[src/rtl/cpu_pkg.sv]
// Shared CPU definitions: datapath widths, ALU opcodes and pipeline control bit positions.
package cpu_pkg;

  localparam int XLEN   = 32;
  localparam int REG_AW = 5;

  localparam logic [3:0] ALU_AND  = 4'b0000;
  localparam logic [3:0] ALU_OR   = 4'b0001;
  localparam logic [3:0] ALU_ADD  = 4'b0010;
  localparam logic [3:0] ALU_XOR  = 4'b0011;
  localparam logic [3:0] ALU_SUB  = 4'b0110;
  localparam logic [3:0] ALU_SLT  = 4'b0111;
  localparam logic [3:0] ALU_SLL  = 4'b1000;
  localparam logic [3:0] ALU_SRL  = 4'b1001;
  localparam logic [3:0] ALU_SRA  = 4'b1010;
  localparam logic [3:0] ALU_MUL  = 4'b1011;
  localparam logic [3:0] ALU_SLTU = 4'b1100;
  localparam logic [3:0] ALU_DIV  = 4'b1101;
  localparam logic [3:0] ALU_REM  = 4'b1110;

  // Bit positions inside the 4-bit control field {reg_write, mem_read, mem_write, branch}
  localparam int CTL_RW = 3;
  localparam int CTL_MR = 2;
  localparam int CTL_MW = 1;
  localparam int CTL_BR = 0;

endpackage

[src/rtl/id_ex_pipe_if.sv]
// Bundle of decode-side, forwarding and execute-side signals of the ID/EX stage.
interface id_ex_pipe_if #(
  parameter int XLEN   = cpu_pkg::XLEN,
  parameter int REG_AW = cpu_pkg::REG_AW
);

  logic              flush;
  logic              in_valid;
  logic              in_ready;
  logic [XLEN-1:0]   in_pc;
  logic [XLEN-1:0]   in_rs1_data;
  logic [XLEN-1:0]   in_rs2_data;
  logic [XLEN-1:0]   in_imm;
  logic [REG_AW-1:0] in_rs1;
  logic [REG_AW-1:0] in_rs2;
  logic [REG_AW-1:0] in_rd;
  logic [3:0]        in_alu_ctrl;
  logic              in_use_imm;
  logic              in_use_pc;
  logic [3:0]        in_ctl;

  logic              exm_wr;
  logic [REG_AW-1:0] exm_rd;
  logic [XLEN-1:0]   exm_res;
  logic              mwb_wr;
  logic [REG_AW-1:0] mwb_rd;
  logic [XLEN-1:0]   mwb_res;

  logic              out_valid;
  logic              out_ready;
  logic [XLEN-1:0]   alu_a;
  logic [XLEN-1:0]   alu_b;
  logic [3:0]        alu_ctrl;
  logic [XLEN-1:0]   out_pc;
  logic [XLEN-1:0]   out_store_data;
  logic [REG_AW-1:0] out_rd;
  logic [3:0]        out_ctl;

  modport master (
    output flush, in_valid, in_pc, in_rs1_data, in_rs2_data, in_imm,
           in_rs1, in_rs2, in_rd, in_alu_ctrl, in_use_imm, in_use_pc, in_ctl,
           exm_wr, exm_rd, exm_res, mwb_wr, mwb_rd, mwb_res, out_ready,
    input  in_ready, out_valid, alu_a, alu_b, alu_ctrl, out_pc,
           out_store_data, out_rd, out_ctl
  );

  modport slave (
    input  flush, in_valid, in_pc, in_rs1_data, in_rs2_data, in_imm,
           in_rs1, in_rs2, in_rd, in_alu_ctrl, in_use_imm, in_use_pc, in_ctl,
           exm_wr, exm_rd, exm_res, mwb_wr, mwb_rd, mwb_res, out_ready,
    output in_ready, out_valid, alu_a, alu_b, alu_ctrl, out_pc,
           out_store_data, out_rd, out_ctl
  );

endinterface

[src/rtl/id_ex_pipe_fwd_mux.sv]
// Per-operand forwarding selector: EX/MEM result beats MEM/WB, x0 is never forwarded.
module fwd_mux #(
  parameter int XLEN   = cpu_pkg::XLEN,
  parameter int REG_AW = cpu_pkg::REG_AW
) (
  input  logic [REG_AW-1:0] rs,
  input  logic [XLEN-1:0]   stored,
  input  logic              exm_wr,
  input  logic [REG_AW-1:0] exm_rd,
  input  logic [XLEN-1:0]   exm_res,
  input  logic              mwb_wr,
  input  logic [REG_AW-1:0] mwb_rd,
  input  logic [XLEN-1:0]   mwb_res,
  output logic [XLEN-1:0]   fwd
);

  logic rs_nz;
  logic exm_hit;
  logic mwb_hit;

  assign rs_nz   = (rs != '0);
  assign exm_hit = rs_nz && exm_wr && (exm_rd == rs);
  assign mwb_hit = rs_nz && mwb_wr && (mwb_rd == rs);

  always_comb begin
    if (exm_hit)      fwd = exm_res;
    else if (mwb_hit) fwd = mwb_res;
    else              fwd = stored;
  end

endmodule

[src/rtl/id_ex_pipe.sv]
// ID/EX pipeline stage: 2-entry skid buffer with registered in_ready, flush,
// and operand forwarding on the head entry feeding the ALU.
module id_ex_pipe #(
  parameter int XLEN   = cpu_pkg::XLEN,
  parameter int REG_AW = cpu_pkg::REG_AW
) (
  input logic         clk,
  input logic         rst_n,
  id_ex_pipe_if.slave bus
);

  localparam logic [1:0] EMPTY = 2'd0;
  localparam logic [1:0] ONE   = 2'd1;
  localparam logic [1:0] TWO   = 2'd2;

  typedef struct packed {
    logic [XLEN-1:0]   pc;
    logic [XLEN-1:0]   rs1_data;
    logic [XLEN-1:0]   rs2_data;
    logic [XLEN-1:0]   imm;
    logic [REG_AW-1:0] rs1;
    logic [REG_AW-1:0] rs2;
    logic [REG_AW-1:0] rd;
    logic [3:0]        alu_ctrl;
    logic              use_imm;
    logic              use_pc;
    logic [3:0]        ctl;
  } entry_t;

  entry_t     in_entry, head, skid;
  logic       h_valid, s_valid, in_ready_q;
  logic       h_valid_n, s_valid_n;
  logic       load_h_in, load_h_skid, load_s;
  logic       accept, consume;
  logic [1:0] state;
  logic [XLEN-1:0] rs1_fwd, rs2_fwd;

  assign in_entry = '{pc: bus.in_pc, rs1_data: bus.in_rs1_data, rs2_data: bus.in_rs2_data,
                      imm: bus.in_imm, rs1: bus.in_rs1, rs2: bus.in_rs2, rd: bus.in_rd,
                      alu_ctrl: bus.in_alu_ctrl, use_imm: bus.in_use_imm,
                      use_pc: bus.in_use_pc, ctl: bus.in_ctl};

  // An instruction offered during a flush cycle is dropped, even if in_ready is high
  assign accept  = bus.in_valid && in_ready_q && !bus.flush;
  assign consume = h_valid && bus.out_ready;

  always_comb begin
    if (s_valid)      state = TWO;
    else if (h_valid) state = ONE;
    else              state = EMPTY;
  end

  always_comb begin
    h_valid_n   = h_valid;
    s_valid_n   = s_valid;
    load_h_in   = 1'b0;
    load_h_skid = 1'b0;
    load_s      = 1'b0;
    if (bus.flush) begin
      h_valid_n = 1'b0;
      s_valid_n = 1'b0;
    end else begin
      case (state)
        EMPTY: if (accept) begin
          h_valid_n = 1'b1;
          load_h_in = 1'b1;
        end
        ONE: begin
          if (accept && consume) begin
            load_h_in = 1'b1;
          end else if (accept) begin
            s_valid_n = 1'b1;
            load_s    = 1'b1;
          end else if (consume) begin
            h_valid_n = 1'b0;
          end
        end
        TWO: if (consume) begin
          s_valid_n   = 1'b0;
          load_h_skid = 1'b1;
        end
        default: begin
          h_valid_n = 1'b0;
          s_valid_n = 1'b0;
        end
      endcase
    end
  end

  always_ff @(posedge clk or negedge rst_n) begin
    if (!rst_n) begin
      h_valid    <= 1'b0;
      s_valid    <= 1'b0;
      in_ready_q <= 1'b1;
      head       <= '0;
      skid       <= '0;
    end else begin
      h_valid    <= h_valid_n;
      s_valid    <= s_valid_n;
      in_ready_q <= !(h_valid_n && s_valid_n);
      if (load_h_in)        head <= in_entry;
      else if (load_h_skid) head <= skid;
      if (load_s)           skid <= in_entry;
    end
  end

  fwd_mux #(.XLEN(XLEN), .REG_AW(REG_AW)) u_fwd_rs1 (
    .rs(head.rs1), .stored(head.rs1_data),
    .exm_wr(bus.exm_wr), .exm_rd(bus.exm_rd), .exm_res(bus.exm_res),
    .mwb_wr(bus.mwb_wr), .mwb_rd(bus.mwb_rd), .mwb_res(bus.mwb_res),
    .fwd(rs1_fwd)
  );

  fwd_mux #(.XLEN(XLEN), .REG_AW(REG_AW)) u_fwd_rs2 (
    .rs(head.rs2), .stored(head.rs2_data),
    .exm_wr(bus.exm_wr), .exm_rd(bus.exm_rd), .exm_res(bus.exm_res),
    .mwb_wr(bus.mwb_wr), .mwb_rd(bus.mwb_rd), .mwb_res(bus.mwb_res),
    .fwd(rs2_fwd)
  );

  // Bubbles carry zero control bits so nothing downstream writes state
  assign bus.in_ready       = in_ready_q;
  assign bus.out_valid      = h_valid;
  assign bus.alu_a          = head.use_pc  ? head.pc  : rs1_fwd;
  assign bus.alu_b          = head.use_imm ? head.imm : rs2_fwd;
  assign bus.alu_ctrl       = head.alu_ctrl;
  assign bus.out_pc         = head.pc;
  assign bus.out_store_data = rs2_fwd;
  assign bus.out_rd         = head.rd;
  assign bus.out_ctl        = h_valid ? head.ctl : 4'b0000;

endmodule

[src/flat_wrapper.sv]
// flat-port wrapper written by rule: the top's interface ports become plain ports
module id_ex_pipe_flat 
#(
  parameter int XLEN   = cpu_pkg::XLEN,
  parameter int REG_AW = cpu_pkg::REG_AW
)
  (clk, rst_n, bus_flush, bus_in_valid, bus_in_pc, bus_in_rs1_data, bus_in_rs2_data, bus_in_imm, bus_in_rs1, bus_in_rs2, bus_in_rd, bus_in_alu_ctrl, bus_in_use_imm, bus_in_use_pc, bus_in_ctl, bus_exm_wr, bus_exm_rd, bus_exm_res, bus_mwb_wr, bus_mwb_rd, bus_mwb_res, bus_out_ready, bus_in_ready, bus_out_valid, bus_alu_a, bus_alu_b, bus_alu_ctrl, bus_out_pc, bus_out_store_data, bus_out_rd, bus_out_ctl);
  id_ex_pipe_if #(.XLEN(XLEN), .REG_AW(REG_AW)) bus_i ();
  input logic clk;
  input logic rst_n;
  input wire logic [$bits(bus_i.flush)-1:0] bus_flush;
  input wire logic [$bits(bus_i.in_valid)-1:0] bus_in_valid;
  input wire logic [$bits(bus_i.in_pc)-1:0] bus_in_pc;
  input wire logic [$bits(bus_i.in_rs1_data)-1:0] bus_in_rs1_data;
  input wire logic [$bits(bus_i.in_rs2_data)-1:0] bus_in_rs2_data;
  input wire logic [$bits(bus_i.in_imm)-1:0] bus_in_imm;
  input wire logic [$bits(bus_i.in_rs1)-1:0] bus_in_rs1;
  input wire logic [$bits(bus_i.in_rs2)-1:0] bus_in_rs2;
  input wire logic [$bits(bus_i.in_rd)-1:0] bus_in_rd;
  input wire logic [$bits(bus_i.in_alu_ctrl)-1:0] bus_in_alu_ctrl;
  input wire logic [$bits(bus_i.in_use_imm)-1:0] bus_in_use_imm;
  input wire logic [$bits(bus_i.in_use_pc)-1:0] bus_in_use_pc;
  input wire logic [$bits(bus_i.in_ctl)-1:0] bus_in_ctl;
  input wire logic [$bits(bus_i.exm_wr)-1:0] bus_exm_wr;
  input wire logic [$bits(bus_i.exm_rd)-1:0] bus_exm_rd;
  input wire logic [$bits(bus_i.exm_res)-1:0] bus_exm_res;
  input wire logic [$bits(bus_i.mwb_wr)-1:0] bus_mwb_wr;
  input wire logic [$bits(bus_i.mwb_rd)-1:0] bus_mwb_rd;
  input wire logic [$bits(bus_i.mwb_res)-1:0] bus_mwb_res;
  input wire logic [$bits(bus_i.out_ready)-1:0] bus_out_ready;
  output wire logic [$bits(bus_i.in_ready)-1:0] bus_in_ready;
  output wire logic [$bits(bus_i.out_valid)-1:0] bus_out_valid;
  output wire logic [$bits(bus_i.alu_a)-1:0] bus_alu_a;
  output wire logic [$bits(bus_i.alu_b)-1:0] bus_alu_b;
  output wire logic [$bits(bus_i.alu_ctrl)-1:0] bus_alu_ctrl;
  output wire logic [$bits(bus_i.out_pc)-1:0] bus_out_pc;
  output wire logic [$bits(bus_i.out_store_data)-1:0] bus_out_store_data;
  output wire logic [$bits(bus_i.out_rd)-1:0] bus_out_rd;
  output wire logic [$bits(bus_i.out_ctl)-1:0] bus_out_ctl;
  assign bus_i.flush = bus_flush;
  assign bus_i.in_valid = bus_in_valid;
  assign bus_i.in_pc = bus_in_pc;
  assign bus_i.in_rs1_data = bus_in_rs1_data;
  assign bus_i.in_rs2_data = bus_in_rs2_data;
  assign bus_i.in_imm = bus_in_imm;
  assign bus_i.in_rs1 = bus_in_rs1;
  assign bus_i.in_rs2 = bus_in_rs2;
  assign bus_i.in_rd = bus_in_rd;
  assign bus_i.in_alu_ctrl = bus_in_alu_ctrl;
  assign bus_i.in_use_imm = bus_in_use_imm;
  assign bus_i.in_use_pc = bus_in_use_pc;
  assign bus_i.in_ctl = bus_in_ctl;
  assign bus_i.exm_wr = bus_exm_wr;
  assign bus_i.exm_rd = bus_exm_rd;
  assign bus_i.exm_res = bus_exm_res;
  assign bus_i.mwb_wr = bus_mwb_wr;
  assign bus_i.mwb_rd = bus_mwb_rd;
  assign bus_i.mwb_res = bus_mwb_res;
  assign bus_i.out_ready = bus_out_ready;
  assign bus_in_ready = bus_i.in_ready;
  assign bus_out_valid = bus_i.out_valid;
  assign bus_alu_a = bus_i.alu_a;
  assign bus_alu_b = bus_i.alu_b;
  assign bus_alu_ctrl = bus_i.alu_ctrl;
  assign bus_out_pc = bus_i.out_pc;
  assign bus_out_store_data = bus_i.out_store_data;
  assign bus_out_rd = bus_i.out_rd;
  assign bus_out_ctl = bus_i.out_ctl;
  id_ex_pipe #(.XLEN(XLEN), .REG_AW(REG_AW)) u_core (.clk(clk), .rst_n(rst_n), .bus(bus_i));
endmodule
[config.mk]
export PLATFORM = sky130hd
export DESIGN_NAME = id_ex_pipe_flat
export DESIGN_NICKNAME = d
export VERILOG_FILES = /design/src/rtl/cpu_pkg.sv /design/src/rtl/id_ex_pipe_if.sv /design/src/rtl/id_ex_pipe_fwd_mux.sv /design/src/rtl/id_ex_pipe.sv /design/src/flat_wrapper.sv
export SDC_FILE = /design/constraint.sdc
export NUM_CORES = 1
export LEC_CHECK = 0
export BUFFER_PORTS_ARGS = -buffer_cell sky130_fd_sc_hd__buf_2
export CORE_MARGIN = 2
export CORE_UTILIZATION = 50
export DETAILED_ROUTE_END_ITERATION = 10
export PLACE_DENSITY = 0.77
export SLEW_MARGIN = 10
export SYNTH_ARGS = -nofsm -noshare
export SYNTH_HDL_FRONTEND = slang
export SYNTH_HIERARCHICAL = 1
export SYNTH_SLANG_ARGS = --single-unit
[constraint.sdc]
create_clock -name clk -period 1.95 [get_ports clk]
set_input_delay 0.0975 -clock clk [delete_from_list [all_inputs] [get_ports clk]]
set_output_delay 0.0975 -clock clk [all_outputs]
set_load 0.05 [all_outputs]
==> summary.md <==
| Metric | Value |
|---|---|
| Fill cells | `1929` |
| Via count | `15949` |
| Slew @ Worst Pin | `0.593 ns` |
| Sequential fraction of the synthesis area | `0.465` |
| Area leader, netlist | `dfrtp_1` |
| Final wirelength | `~70000 um` |
| Grt ovf | `0` |
| Final Skew | `0.0188 ns` |
| Synth area leaders | `dfrtp_1 46%, mux2_2 15%, mux2i_1 9.1%` |
| CTS Root Cell | `clkbuf_16` |
| # setup viols final | `96` |
| Clock slew at reported path FFs | `roughly 0.06 ns` |
| RSZ-0062 raised after global routing | `yes` |
| CP endpoint kind | `primary output` |
| Final min period | `2.96 ns` |
| Synth cell types | `36` |
| Setup ws final | `-1.01 ns` |
| DRC Markers | `0` |
| Register area | `7740 um^2` |
| Post-synth ARST share | `1.00` |
| Core ar. | `32600 um^2` |
| CTS Buf Count | `36` |
| Mapped cell area | `16600 um^2` |
| Final Total Pwr | `0.0272 W` |
| Area of the multi-input gates | `8980 um^2` |
| Clk_lat worst skew | `0.52 ns` |
| Fmax | `337 MHz` |
| GRT Overall Usage | `0.373` |
| Vias in the first global route | `16732` |
| Crit path DAT | `2.87 ns` |
| Gate Count Post-Synth | `1491` |
| Worst EP required | `1.85 ns` |
| Worst slew margin | `0.601` |
| Worst ir drop on vdd | `0.905 mV` |
| Leak pwr | `between 10 and 15 nW` |
| Status | `finished with violations` |
| Final #Nets | `2246` |
| Layout Utilization | `0.756` |
| Routed len/inst | `27.3 um` |
| Critical path startpoint category | `flip-flop` |
| Critical Path, Cell by Cell | `or4_4, o211ai_4, or2_4, buf_12, a31oi_2, buf_4, mux2_4, buf_6` |
| Number of routed nets with antenna violations | `0` |
| Initial antenna violation count | `18` |
| Post-synth top cells | `308 x dfrtp_1, 219 x mux2_2, 152 x mux2i_1, 152 x nor4_1, 85 x clkbuf_1` |
| PwrDens | `1100 nW/um^2` |
| Final Cycle Share | `1.52` |
| Number of port buffers | `376` |
| Share of cells above drive strength 1 | `0.489` |
| Boundary Pins | `377` |
| Hold Crit Class | `in -> async` |
| TNS Setup | `-83.54 ns` |
| Final Max Slew Viols | `0` |
| Post-synth EDFFs | `0` |
| Clk sinks | `309` |
| Average cell area after synthesis | `11.2 um^2` |
| Largest stage delay on the critical path | `roughly 0.60 ns` |
| CTS tree | `built` |
| Final Hold Viols | `0` |
| Synthesis warning total | `6` |
| Gpl congestion | `0.948` |
| Most common cell in the synthesized netlist | `dfrtp_1` |
| Drt first pass iters | `8` |
| First-pass GRT wire length | `101000 um` |
| Via/cell ratio | `roughly 6.4` |
| Worst path slowest cell | `or4_4` |
| Critical path peak fanout | `9` |
| H-tree levels | `2` |
| Critical path class | `reg -> out` |
| Initial Util | `0.510` |
| Failing checks | `setup timing` |
| Chip width | `186 um` |
| Max_cap viols | `0` |
| # rows | `66` |
| First DRT Iteration DRCs | `1462` |
| Die Span Y | `186 um` |
| Area growth from synthesis to layout | `48.2%` |
| Synth Flop Type | `dfrtp_1` |
| Die area | `between 30000 and 40000 um^2` |
| Clock Path Buffers | `3` |
| Synthesized net count | `1725` |
| Minimum hold slack | `0.162 ns` |
| Synth Register Bits | `309` |
| Yosys top cell area share | `0.463` |
| Largest net degree at the start of global routing | `82` |
| HPWL Detailed | `41600 um` |
[kinds of logic (layout without fill, tap and decap cells)]
| group | count (synthesis) | in the layout | share of synthesized area |
|---|---|---|---|
| buffers and inverters | 198 | 742 | 0.0661 |
| and+or+nand+nor | 304 | 304 | 0.106 |
| muxes | 371 | 371 | 0.240 |
| DFF | 309 | 309 | 0.465 |
| other | 0 | 14 | 0 |
| AOI/OAI and AO/OA | 289 | 289 | 0.112 |
| xor gates and xnor gates | 20 | 20 | 0.0105 |
[through the flow]
step | cell area (um^2) | setup slack (ns) | std cells
finish | 24600 | -1.01 | 2491
global route | 24600 | -1.02 | 2487
CTS | 24200 | -0.927 | 2466
floorplan | 17500 | -0.414 | 1491
detailed placement | 20400 | -0.548 | 2243
global placement | 20400 | -0.532 | 2243
[critical path: cells and delay by family, from the launching register on]
| family | cells | cell delay (ns) |
|---|---|---|
| simple gates | 2 | 0.81 |
| buf+inv | 3 | 0.48 |
| flops | 1 | 0.38 |
| compound gates | 2 | 0.37 |
| mux | 1 | 0.29 |
[worst paths after layout]
kind / to / cells after the start / start / slack (ns)
max in group asynchronous: u_core/head[40] / 3 / rst_n / 0.89
worst min register to register: u_core/skid[129] / 1 / u_core/skid[129] / 0.50
min in group clk: u_core/skid[111] / 3 / bus_in_rs1_data[22] / 0.36
worst min-delay path: u_core/bus.out_rd[3] / 2 / rst_n / 0.16
worst max-delay path: bus_alu_a[12] / 8 / u_core/head[24] / -1.01
worst max register to register: u_core/head[44] / 5 / u_core/bus.in_ready / 0.05
[what timing repair did]
action                     CTS  global route
hold endpoints to repair   374             0
gates resized for setup    282            75
cloned                       2             3
pin swaps                   10            18
buffers inserted             3            12
hold buffers               157             0
setup endpoints to repair   96            97
[final cells by class]
cell class	instances	area share
inverter	1	0.000152
clock buffer	51	0.0429
multi-input combinational	984	0.365
clock inverter	10	0.00609
tap	442	0.0224
timing repair buffer	680	0.249
sequential	309	0.314
antenna	14	0.00142
[power by group]
group | internal (W) | switching, W | total [W]
clock | 0.00429 | 0.00275 | 0.00704
combinational | 0.00487 | 0.00628 | 0.0111
sequential | 0.00790 | 0.00106 | 0.00896
total | 0.0171 | 0.0101 | 0.0272
[layout by cell type, fill, tap and decap left out, types with 17 or more instances in the layout]
cell             n
a31oi_1         17
mux2_4          64
mux2i_1        152
a21oi_1         73
nor3_1          48
o21ai_0         18
buf_6           84
o21ai_2         26
o21ai_1         19
buf_4           64
mux2_2         155
a21oi_2         80
buf_12          54
nand3_1         56
clkbuf_16       39
xnor2_1         19
buf_8           40
nor4_1         152
dfrtp_1        306
buf_2          279
dlygate4sd3_1  157
a31oi_4         37
[sequential cells by signal, indices dropped and copies added (netlist names)]
signal,flops
u_core/bus.in_ready,1
u_core/bus.out_rd,5
u_core/skid,153
u_core/head,112
u_core/bus.alu_ctrl,4
u_core/bus.out_valid,1
u_core/bus.out_pc,32
u_core/s_valid,1
[routing by layer]
| metal | up-vias | global-route usage | share of wire |
|---|---|---|---|
| met5 | - | 0 | 0.0010 |
| met2 | 1134 | 0.610 | 0.48 |
| met3 | 341 | 0.0875 | 0.094 |
| met4 | 10 | 0.238 | 0.074 |
| met1 | 7809 | 0.446 | 0.35 |
| li1 | 6655 | - | - |
Note: power is estimated with default switching activity, not from simulation.
